<file path="src/rtl/addac_collector.sv">
// addac_collector: deserialises the LSB-first serial sum stream of the
// add/accumulate cell into a WIDTH-bit word plus final carry, presented on a
// valid/ready output port. One word can wait in the shift register (FULL)
// while another waits in the output register, so the serial producer keeps
// going while the consumer stalls.
//
// Optional build macro ADDAC_COLLECTOR_ERRCNT_EN adds a saturating 8-bit error
// counter (err_count) with a synchronous clear input (err_clr).
//
// Output handshake: a result transfers on every rising edge where
// word_valid && word_ready; while word_valid=1 and word_ready=0 the values on
// word_out/carry_out do not change, and word_valid never drops without an
// acceptance.
module addac_collector #(
    parameter int WIDTH = 4
) (
    input  logic             clk,
    input  logic             rst,
    input  logic             bit_valid,
    input  logic             bit_sof,
    input  logic             s_in,
    input  logic             cout_in,
    output logic [WIDTH-1:0] word_out,
    output logic             carry_out,
    output logic             word_valid,
    input  logic             word_ready,
    output logic             frame_err,
    output logic             overrun,
`ifdef ADDAC_COLLECTOR_ERRCNT_EN
    input  logic             err_clr,
    output logic [7:0]       err_count,
`endif
    output logic [1:0]       fsm_state
);

    localparam logic [1:0] IDLE    = 2'd0;
    localparam logic [1:0] COLLECT = 2'd1;
    localparam logic [1:0] FULL    = 2'd2;

    localparam int            CW   = (WIDTH > 1) ? $clog2(WIDTH) : 1;
    localparam logic [CW-1:0] LAST = CW'(WIDTH - 1);

    logic [1:0]       state, state_d;
    logic [CW-1:0]    cnt, cnt_d;
    logic [WIDTH-1:0] shreg, shreg_d;
    logic             hold_carry, hold_carry_d;

    logic             accept, out_free;
    logic             start_bit, cont_bit, capturing, last_bit;
    logic [CW-1:0]    bit_idx;
    logic [WIDTH-1:0] asm_word;
    logic             load;
    logic [WIDTH-1:0] load_word;
    logic             load_carry;
    logic             frame_err_d, overrun_d;

    assign fsm_state = state;

    // The output register can take a new word if empty or being emptied now.
    assign accept   = word_valid && word_ready;
    assign out_free = !word_valid || word_ready;

    // A start-of-frame bit always opens a fresh frame unless a word is parked.
    assign start_bit = bit_valid && bit_sof && ((state == IDLE) || (state == COLLECT));
    assign cont_bit  = bit_valid && !bit_sof && (state == COLLECT);
    assign capturing = start_bit || cont_bit;
    assign bit_idx   = start_bit ? '0 : cnt;
    assign last_bit  = capturing && (bit_idx == LAST);

    // Framing error: stray bit outside a frame, or a restart inside one.
    assign frame_err_d = bit_valid && (((state == IDLE) && !bit_sof) ||
                                       ((state == COLLECT) && bit_sof));
    // Overrun: any bit offered while a completed word is parked.
    assign overrun_d   = bit_valid && (state == FULL);

    // Word as it will look after this cycle's capture (fresh frame starts clean).
    always_comb begin
        asm_word = start_bit ? '0 : shreg;
        if (capturing) begin
            asm_word[bit_idx] = s_in;
        end
    end

    // Next-state, counter, shift register and output-load decisions.
    always_comb begin
        state_d      = state;
        cnt_d        = cnt;
        shreg_d      = shreg;
        hold_carry_d = hold_carry;
        load         = 1'b0;
        load_word    = shreg;
        load_carry   = hold_carry;
        if (capturing) begin
            shreg_d = asm_word;
            if (last_bit) begin
                cnt_d = '0;
                if (out_free) begin
                    load       = 1'b1;
                    load_word  = asm_word;
                    load_carry = cout_in;
                    state_d    = IDLE;
                end else begin
                    // Park the finished word here until the output frees up.
                    hold_carry_d = cout_in;
                    state_d      = FULL;
                end
            end else begin
                cnt_d   = bit_idx + CW'(1);
                state_d = COLLECT;
            end
        end else if (state == FULL) begin
            if (accept) begin
                // Parked word moves straight in behind the accepted one.
                load    = 1'b1;
                state_d = IDLE;
            end
        end else if ((state != IDLE) && (state != COLLECT)) begin
            state_d = IDLE;
            cnt_d   = '0;
        end
    end

    // Collector state: FSM, bit counter, shift register, parked carry.
    always_ff @(posedge clk or posedge rst) begin
        if (rst) begin
            state      <= IDLE;
            cnt        <= '0;
            shreg      <= '0;
            hold_carry <= 1'b0;
        end else begin
            state      <= state_d;
            cnt        <= cnt_d;
            shreg      <= shreg_d;
            hold_carry <= hold_carry_d;
        end
    end

    // Output register: load a finished word, or drop valid once accepted.
    always_ff @(posedge clk or posedge rst) begin
        if (rst) begin
            word_out   <= '0;
            carry_out  <= 1'b0;
            word_valid <= 1'b0;
        end else if (load) begin
            word_out   <= load_word;
            carry_out  <= load_carry;
            word_valid <= 1'b1;
        end else if (accept) begin
            word_valid <= 1'b0;
        end
    end

    // Error pulses, registered so each lasts exactly one cycle.
    always_ff @(posedge clk or posedge rst) begin
        if (rst) begin
            frame_err <= 1'b0;
            overrun   <= 1'b0;
        end else begin
            frame_err <= frame_err_d;
            overrun   <= overrun_d;
        end
    end

`ifdef ADDAC_COLLECTOR_ERRCNT_EN
    // Saturating error counter; clear takes priority over a same-cycle error.
    always_ff @(posedge clk or posedge rst) begin
        if (rst) begin
            err_count <= 8'd0;
        end else if (err_clr) begin
            err_count <= 8'd0;
        end else if ((frame_err_d || overrun_d) && (err_count != 8'hFF)) begin
            err_count <= err_count + 8'd1;
        end
    end
`endif

endmodule

</file>
<file path="config.mk">
export PLATFORM = sky130hd
export DESIGN_NAME = addac_collector
export DESIGN_NICKNAME = d
export VERILOG_FILES = /design/src/rtl/addac_collector.sv
export SDC_FILE = /design/constraint.sdc
export NUM_CORES = 1
export LEC_CHECK = 0
export BUFFER_PORTS_ARGS = -buffer_cell sky130_fd_sc_hd__buf_2
export CORE_ASPECT_RATIO = 1.1
export CORE_UTILIZATION = 45
export DETAILED_ROUTE_END_ITERATION = 8
export PLACE_DENSITY = 0.63
export SLEW_MARGIN = 20
export SYNTH_ARGS = -nofsm -noshare
export SYNTH_HDL_FRONTEND = slang
export SYNTH_SLANG_ARGS = --single-unit
</file>
<file path="constraint.sdc">
create_clock -name clk -period 4 [get_ports clk]
set_clock_uncertainty 0.15 [all_clocks]
set_input_delay 0.2 -clock clk [delete_from_list [all_inputs] [get_ports clk]]
set_output_delay 0.2 -clock clk [all_outputs]
set_load 0.02 [all_outputs]
</file>
==> results.sh, run 1 <==
export IMPL_outcome="completed"
export IMPL_hold_path_end="overrun"
export IMPL_clkSlewWorstSetupHoldPaths_ns=0.10
export IMPL_r2r_cells=4
export IMPL_start_kind="register"
export IMPL_routabilityCongestion=0.849
export IMPL_diodes=0
export IMPL_track_usage=0.197
export IMPL_syn_area_um2=947
export IMPL_vias_per_cell=5.38
export IMPL_start_util=0.474
export IMPL_stdcell_count=136
export IMPL_vias=732
export IMPL_worst_r2r_setup_slack_ns=2.29
export IMPL_drc_errors=0
export IMPL_ys_seq_area_frac=0.449
export IMPL_port_buffers=16
export IMPL_drive_gt1_frac=0.250
export IMPL_yosys_warnings=0
export IMPL_grt_busiest_layer="met2"
export IMPL_muxShareOfSynthArea=0.119
export IMPL_rows=17
export IMPL_grt_pass1_vias=705
export IMPL_first_pass_iters=4
export IMPL_ys_types=32
export IMPL_htree_levels=1
export IMPL_die_w_um=45.7
export IMPL_ant_nets=0
export IMPL_syn_inst=91
export IMPL_max_slew_margin=0.559
export IMPL_clock_path_buffers=2
export IMPL_wire_per_inst_um=13.4
export IMPL_worstSkewPairLatency_ns=0.29
export IMPL_crit_type="reg2reg"
export IMPL_drv_slew=0
export IMPL_synth_simple_area_share=0.207
export IMPL_synth_compound_area_share=0.165
export IMPL_period_share=0.429
export IMPL_cts_repair_resized=0
export IMPL_finalNetCount=116
export IMPL_layout_setup_ws_ns=2.29
export IMPL_postCtsSetupRepairBufs=0
export IMPL_syn_area_per_cell_um2=10.4
export IMPL_fin_tns_setup_ns=0
export IMPL_grt_use_met2=0.293
export IMPL_use_met1=0.270
export IMPL_reg2reg_from="fsm_state[0]"
export IMPL_cts_tree="built"
export IMPL_core_um2=2000
export IMPL_design_die_area_um2=2290
export IMPL_p_leak_uw=0.000533
export IMPL_synth_top_family_by_area="simple AND/OR/NAND/NOR gates"
export IMPL_synth_fa_ha_area_frac=0
export IMPL_root_buffer="clkbuf_4"
export IMPL_hold_viol_final=0
export IMPL_min_delay_start="bit_valid"
export IMPL_timing_rr_end="hold_carry"
export IMPL_fmax_mhz=583
export IMPL_place_ws_ns=2.30
export IMPL_hpwl_um=1270
export IMPL_grt_max_degree=18
export IMPL_gr_usage_met3=0.0256
export IMPL_hp_class="in2reg"
export IMPL_setup_violations=0
export IMPL_clock_sinks=17
export IMPL_dieHeight_um=50.1
export IMPL_endpoint_kind="register"
export IMPL_drv_cap=0
export IMPL_cp_max_fo=10
export IMPL_gr_total_overflow=0
export IMPL_vdd_drop_max_mv=0.257
export IMPL_synthToLayoutAreaGrowth_pct=13.7
export IMPL_synth_xor_area_frac=0
export IMPL_min_period_ns=1.71
export IMPL_worstPathArrival_ns=1.74
export IMPL_timing_hold_ws_ns=0.102
export IMPL_syn_num_nets=98
export IMPL_synth_seq_cells=17
export IMPL_cts_buffers_inserted=3
export IMPL_grt_pass1_wl_um=3260
export IMPL_ios=17
export IMPL_worst_slew_pin_slew_ns=0.661
export IMPL_drt_iter0_markers=23
export IMPL_drt_wl_total_um=1820
export IMPL_fill_cells=206
export IMPL_min_path_cells=2
export IMPL_powerDensity_nw_per_um2=560
export IMPL_ctsHoldBuffers=3
export IMPL_crit_required_ns=4.03
export IMPL_rsz0062_at_grt="false"
export IMPL_dpl_cell_count=129
export IMPL_antenna_found_initial=0
export IMPL_power_uw=603
-- synth_stat cells --
| master | count | area (µm²) |
|---|---|---|
| inv_1 | 4 | 15.0 |
| nand3_1 | 3 | 15.0 |
| nand2_1 | 5 | 18.8 |
| or3b_2 | 1 | 8.76 |
| a21o_1 | 4 | 30.0 |
| nand4b_1 | 1 | 8.76 |
| and2_1 | 1 | 6.26 |
| nand2_2 | 1 | 6.26 |
| nor2b_4 | 1 | 13.8 |
| o21ai_0 | 10 | 50.1 |
| mux2i_1 | 9 | 90.1 |
| nor3_1 | 1 | 5.00 |
| buf_6 | 1 | 11.3 |
| nor2_1 | 4 | 15.0 |
| and3b_1 | 1 | 8.76 |
| a211o_1 | 1 | 8.76 |
| buf_4 | 2 | 15.0 |
| nor2b_1 | 4 | 25.0 |
| or2_1 | 1 | 6.26 |
| mux2_2 | 1 | 11.3 |
| o31ai_1 | 3 | 22.5 |
| buf_2 | 3 | 15.0 |
| mux2_1 | 1 | 11.3 |
| nor3b_2 | 1 | 12.5 |
| nor2b_2 | 1 | 8.76 |
| a32o_1 | 1 | 10.0 |
| a21oi_1 | 4 | 20.0 |
| o211ai_1 | 1 | 7.51 |
| nor4b_4 | 1 | 23.8 |
| nand2b_4 | 1 | 13.8 |
| a22oi_1 | 1 | 7.51 |
| dfrtp_1 | 17 | 425 |
-- critical path, stage by stage (launching register included) --
cell and delay, ns:
dfrtp_1 0.52, nor2b_4 0.25, nor3b_2 0.28, nand2_1 0.10, mux2_1 0.32
-- placed cells by master (no fill, tap or decap), drive strengths merged, types with 2 or more instances in the layout --
| cell | count |
|---|---|
| a21o | 4 |
| a21oi | 4 |
| buf | 16 |
| clkbuf | 4 |
| dfrtp | 17 |
| dlygate4sd3 | 3 |
| inv | 4 |
| mux2 | 2 |
| mux2i | 9 |
| nand2 | 6 |
| nand3 | 3 |
| nor2 | 4 |
| nor2b | 6 |
| o21ai | 10 |
| o31ai | 3 |
-- layer usage --
metal / vias to the layer above / wire length, µm
met2: 16 / 846
li1: 354 / -
met4: 0 / 39
met3: 5 / 65
met1: 357 / 864
met5: - / 0
-- worst max-delay path by stage --
stage                            start         end  slack (ns)  cells past startpoint
after floorplan           fsm_state[0]  hold_carry        2.37                      5
after global placement    fsm_state[0]  hold_carry        2.32                      4
after detailed placement  fsm_state[0]  hold_carry        2.30                      4
after CTS                 fsm_state[0]  hold_carry        2.28                      4
after global routing      fsm_state[0]  hold_carry        2.16                      4
final                     fsm_state[0]  hold_carry        2.29                      4
-- state kept, by name, summed over array words and instances, names as in the netlist --
signal	flops
shreg	4
overrun	1
fsm_state	2
carry_out	1
hold_carry	1
word_out	4
cnt	2
word_valid	1
frame_err	1
-- report_power, final --
part | internal, µW | switching [µW]
clock network | 38.8 | 54.2
logic | 102 | 123
registers | 227 | 58.5
-- cell families (layout without fill, tap and decap cells) --
kind of cell,Yosys count,in the layout
simple gates,28,28
flops,17,17
buf+inv,10,27
compound gates,25,25
mux,11,11
-- stage by stage --
| stage | cell area [µm²] | util |
|---|---|---|
| detailed placement | 1020 | 0.511 |
| finish | 1080 | 0.539 |
| CTS | 1080 | 0.539 |
| global route | 1080 | 0.539 |
| floorplan | 947 | - |
| global placement | 1020 | 0.511 |
-- layout make-up --
cell class / count / area [µm²] / area share
timing repair buffer: 19 / 110 / 0.102
tap: 28 / 35.0 / 0.0325
multi-input combinational: 64 / 465 / 0.432
sequential: 17 / 425 / 0.395
inverter: 4 / 15.0 / 0.0139
clock buffer: 4 / 26.3 / 0.0244
Power figures use the tool's default switching activity.
==> run 2: changes to the inputs <==
Settings changed: PLACE_DENSITY 0.63 to 0.65.
Clock period 4 ns to 1.5 ns, I/O delays scaled along.
==> results.sh, run 2 (same netlist as run 1, synthesis figures left out) <==
export IMPL_worstSkewPairLatency_ns=0.30
export IMPL_rows=17
export IMPL_worstPathArrival_ns=1.55
export IMPL_dieHeight_um=50.1
export IMPL_gr_total_overflow=0
export IMPL_clock_path_buffers=2
export IMPL_track_usage=0.202
export IMPL_grt_busiest_layer="met2"
export IMPL_finalNetCount=129
export IMPL_regArea_um2=429
export IMPL_fill_cells=198
export IMPL_startpoint="fsm_state[1]"
export IMPL_first_pass_iters=4
export IMPL_outcome="completed"
export IMPL_reg_top3="shreg x4, word_out x4"
export IMPL_drc_errors=0
export IMPL_final_common_cell="buf_2"
export IMPL_clkSlewWorstSetupHoldPaths_ns=0.10
export IMPL_drv_slew=0
export IMPL_diodes=0
export IMPL_setup_violations=0
export IMPL_hold_viol_final=0
export IMPL_clock_sinks=17
export IMPL_grt_pass1_wl_um=3310
export IMPL_hpwl_um=1380
export IMPL_cts_buffers_inserted=3
export IMPL_p_leak_uw=0.000592
export IMPL_gr_usage_met3=0.0293
export IMPL_final_util=0.598
export IMPL_root_buffer="clkbuf_4"
export IMPL_use_met1=0.252
export IMPL_period_share=0.988
export IMPL_port_buffers=16
export IMPL_htree_levels=1
export IMPL_design_die_area_um2=2290
export IMPL_crit_type="reg2reg"
export IMPL_routabilityCongestion=0.817
export IMPL_dpl_cell_count=140
export IMPL_min_period_ns=1.48
export IMPL_timing_hold_ws_ns=0.0159
export IMPL_cts_tree="built"
export IMPL_cp_max_fo=6
export IMPL_final_cell_mix="buf_2, dfrtp_1, buf_4, mux2i_1, o21ai_0"
export IMPL_grt_pass1_vias=752
export IMPL_worst_slew_pin_slew_ns=0.379
export IMPL_max_slew_margin=0.747
export IMPL_grt_max_degree=11
export IMPL_hp_class="in2reg"
export IMPL_ant_nets=0
export IMPL_design_area_um2=1190
export IMPL_drt_wl_total_um=1880
export IMPL_vias=767
export IMPL_drive_gt1_frac=0.397
export IMPL_min_delay_start="bit_sof"
export IMPL_endpoint_kind="register"
export IMPL_core_um2=2000
export IMPL_place_area_um2=1110
export IMPL_start_kind="register"
export IMPL_multi_input_area_um2=479
export IMPL_vdd_drop_max_mv=0.796
export IMPL_fmax_mhz=675
export IMPL_crit_required_ns=1.57
export IMPL_rsz0062_at_grt="true"
export IMPL_wire_per_inst_um=12.6
export IMPL_grt_use_met2=0.319
export IMPL_vias_per_cell=5.15
export IMPL_powerDensity_nw_per_um2=1430
export IMPL_antenna_found_initial=0
export IMPL_stdcell_count=149
export IMPL_ios=17
export IMPL_die_w_um=45.7
export IMPL_drt_iter0_markers=18
export IMPL_drv_cap=0
export IMPL_reg2reg_from="fsm_state[1]"
export IMPL_start_util=0.474
export IMPL_synthToLayoutAreaGrowth_pct=26.2
[run 2: cell types whose count changed in the layout (fill, tap and decap cells not counted), sizes merged]
| cell | previous run | this run |
|---|---|---|
| buf | 16 | 28 |
| dlygate4sd3 | 3 | 4 |
[run 2: power by group]
| part | total, µW | internal [µW] | switching, µW |
|---|---|---|---|
| Combinational | 727 | 345 | 382 |
| Sequential | 725 | 610 | 115 |
| Clock | 255 | 104 | 151 |
[run 2: area by class of cell]
type	instances	share of cell area
sequential	17	0.359
tap	28	0.0293
inverter	4	0.0126
multi-input combinational	64	0.401
timing repair buffer	32	0.176
clock buffer	4	0.0220
[run 2: critical path, stage by stage, from the launching register on]
cell and delay [ns]:
dfrtp_2 0.45, nand2b_4 0.17, nor4b_4 0.25, buf_4 0.19, mux2i_1 0.19
[run 2: per-layer routing]
layer	share of wire	routed length, µm
met1	0.46	861
met2	0.48	895
met3	0.037	69
met4	0.029	54
met5	0	0
[run 2: per-stage QoR]
| stage | power (µW) | setup slack, ns | TNS [ns] |
|---|---|---|---|
| floorplan | 1230 | -0.0764 | -0.400 |
| CTS | 1710 | 0.0153 | 0 |
| global placement | 1430 | 0.0151 | 0 |
| finish | 1710 | 0.0180 | 0 |
| detailed placement | 1440 | -0.0265 | -0.0845 |
| global route | 1830 | -0.0423 | -0.124 |
[run 2: final timing paths]
kind | end | slack [ns] | depth (start not counted)
setup reg to reg | word_out[3] | 0.02 | 4
setup / recovery | word_out[3] | 0.02 | 4
max in group asynchronous | word_out[3] | 0.61 | 4
hold reg to reg | hold_carry | 0.38 | 1
hold / removal | fsm_state[0] | 0.02 | 3
min in group asynchronous | frame_err | 0.13 | 3
[run 2: timing repair]
action,in CTS,in global routing
endpoints found under the setup margin,6,9
resized for setup,2,5
hold endpoints to repair,22,0
hold buffers,4,0
pin swaps,0,1
buffers inserted,0,1
==> run 3: changes to the inputs <==
Settings changed: PLACE_DENSITY 0.65 to 0.63.
Clock period 1.5 ns to 1.6 ns, I/O delays scaled along.
==> results.sh, run 3 (same netlist as run 1, synthesis figures left out) <==
export IMPL_r2r_cells=4
export IMPL_clkSlewWorstSetupHoldPaths_ns=0.10
export IMPL_vdd_drop_max_mv=0.765
export IMPL_crit_slowest_cell="dfrtp_2"
export IMPL_worstSkewPairLatency_ns=0.29
export IMPL_dieHeight_um=50.1
export IMPL_cp_max_fo=8
export IMPL_rows=17
export IMPL_drive_gt1_frac=0.353
export IMPL_worstPathArrival_ns=1.55
export IMPL_endpoint_kind="register"
export IMPL_vias=796
export IMPL_crit_required_ns=1.63
export IMPL_outcome="completed"
export IMPL_grt_pass1_wl_um=3330
export IMPL_cts_buffers_inserted=3
export IMPL_drv_cap=0
export IMPL_fmax_mhz=657
export IMPL_period_share=0.952
export IMPL_drt_iter0_markers=31
export IMPL_clock_path_buffers=2
export IMPL_setup_violations=0
export IMPL_wire_per_inst_um=14.0
export IMPL_path_delay_family="flip-flops"
export IMPL_htree_levels=1
export IMPL_drv_slew=0
export IMPL_final_util=0.589
export IMPL_diodes=0
export IMPL_first_pass_iters=4
export IMPL_drt_wl_total_um=2060
export IMPL_powerDensity_nw_per_um2=1350
export IMPL_hpwl_um=1380
export IMPL_fin_tns_setup_ns=0
export IMPL_root_buffer="clkbuf_4"
export IMPL_cp_depth=4
export IMPL_start_kind="register"
export IMPL_crit_type="reg2reg"
export IMPL_clock_sinks=17
export IMPL_port_buffers=16
export IMPL_reg_top3="shreg x4, word_out x4"
export IMPL_grt_pass1_vias=751
export IMPL_crit_buf_inv=1
export IMPL_worst_slew_pin_slew_ns=0.685
export IMPL_ant_nets=0
export IMPL_p_leak_uw=0.000591
export IMPL_min_path_cells=3
export IMPL_hp_class="in2reg"
export IMPL_vias_per_cell=5.41
export IMPL_routabilityCongestion=0.830
export IMPL_core_um2=2000
export IMPL_start_util=0.474
export IMPL_cts_tree="built"
export IMPL_min_period_ns=1.52
export IMPL_design_area_um2=1180
export IMPL_synthToLayoutAreaGrowth_pct=24.4
export IMPL_crit_chain="nand2b_4, buf_4, nor2_1, mux2_2"
export IMPL_finalNetCount=127
export IMPL_track_usage=0.205
export IMPL_gr_total_overflow=0
export IMPL_ios=17
export IMPL_final_cell_mix="buf_2, dfrtp_1, o21ai_0, mux2i_1, buf_4"
export IMPL_hold_viol_final=0
export IMPL_place_area_um2=1070
export IMPL_antenna_found_initial=0
export IMPL_grt_max_degree=18
export IMPL_rsz0062_at_grt="false"
export IMPL_max_slew_margin=0.543
export IMPL_design_die_area_um2=2290
export IMPL_final_common_cell="buf_2"
export IMPL_critical_path_max_stage_delay_ns=0.46
export IMPL_drc_errors=0
export IMPL_die_w_um=45.7
## run 3: final cells by class
class | count | area [µm²]
well taps | 28 | 35.0
fillers | 186 | 821
clock inverters | 1 | 5.00
repair buffers | 30 | 199
clock buffers | 3 | 22.5
inverters | 4 | 15.0
multi-input cells | 64 | 472
flip-flops and latches | 17 | 430
## run 3: worst paths after layout
kind,from,endpoint,slack [ns]
worst max-delay path,fsm_state[1],shreg[0],0.08
worst min register to register,fsm_state[1],fsm_state[0],0.37
worst min-delay path,bit_sof,frame_err,0.04
max in group asynchronous,rst,cnt[0],0.56
worst max register to register,fsm_state[1],shreg[0],0.08
min in group asynchronous,rst,word_valid,0.26
## run 3: report_power, final
part,switching (µW),internal (µW)
Clock,142,93.0
Sequential,134,573
Combinational,347,297
## run 3: worst reg2reg max path: stages, from the launching register on
cell,delay (ns)
dfrtp_2,0.46
nand2b_4,0.19
buf_4,0.16
nor2_1,0.11
mux2_2,0.35
## run 3: per-layer routing
metal,GRT usage,part of all wire,vias up
met5,0,0,-
met1,0.270,0.44,380
li1,-,-,379
met2,0.310,0.48,31
met4,0.118,0.026,0
met3,0.0330,0.048,6
## run 3: metrics by stage
stage | setup slack [ns] | power (µW) | instances | hold WS (ns)
floorplan | 0.0236 | 1150 | 91 | -0.144
global placement | 0.0981 | 1300 | 135 | 0.0554
detailed placement | 0.0510 | 1320 | 135 | 0.0591
CTS | 0.0283 | 1570 | 143 | 0.0293
global route | 0.0169 | 1690 | 147 | 0.0573
finish | 0.0775 | 1590 | 147 | 0.0363
## run 3: what timing repair did
action	CTS	global route
endpoints found under the hold margin	22	0
endpoints found under the setup margin	0	6
setup buffers	0	4
hold buffers	4	0
resized for setup	0	4
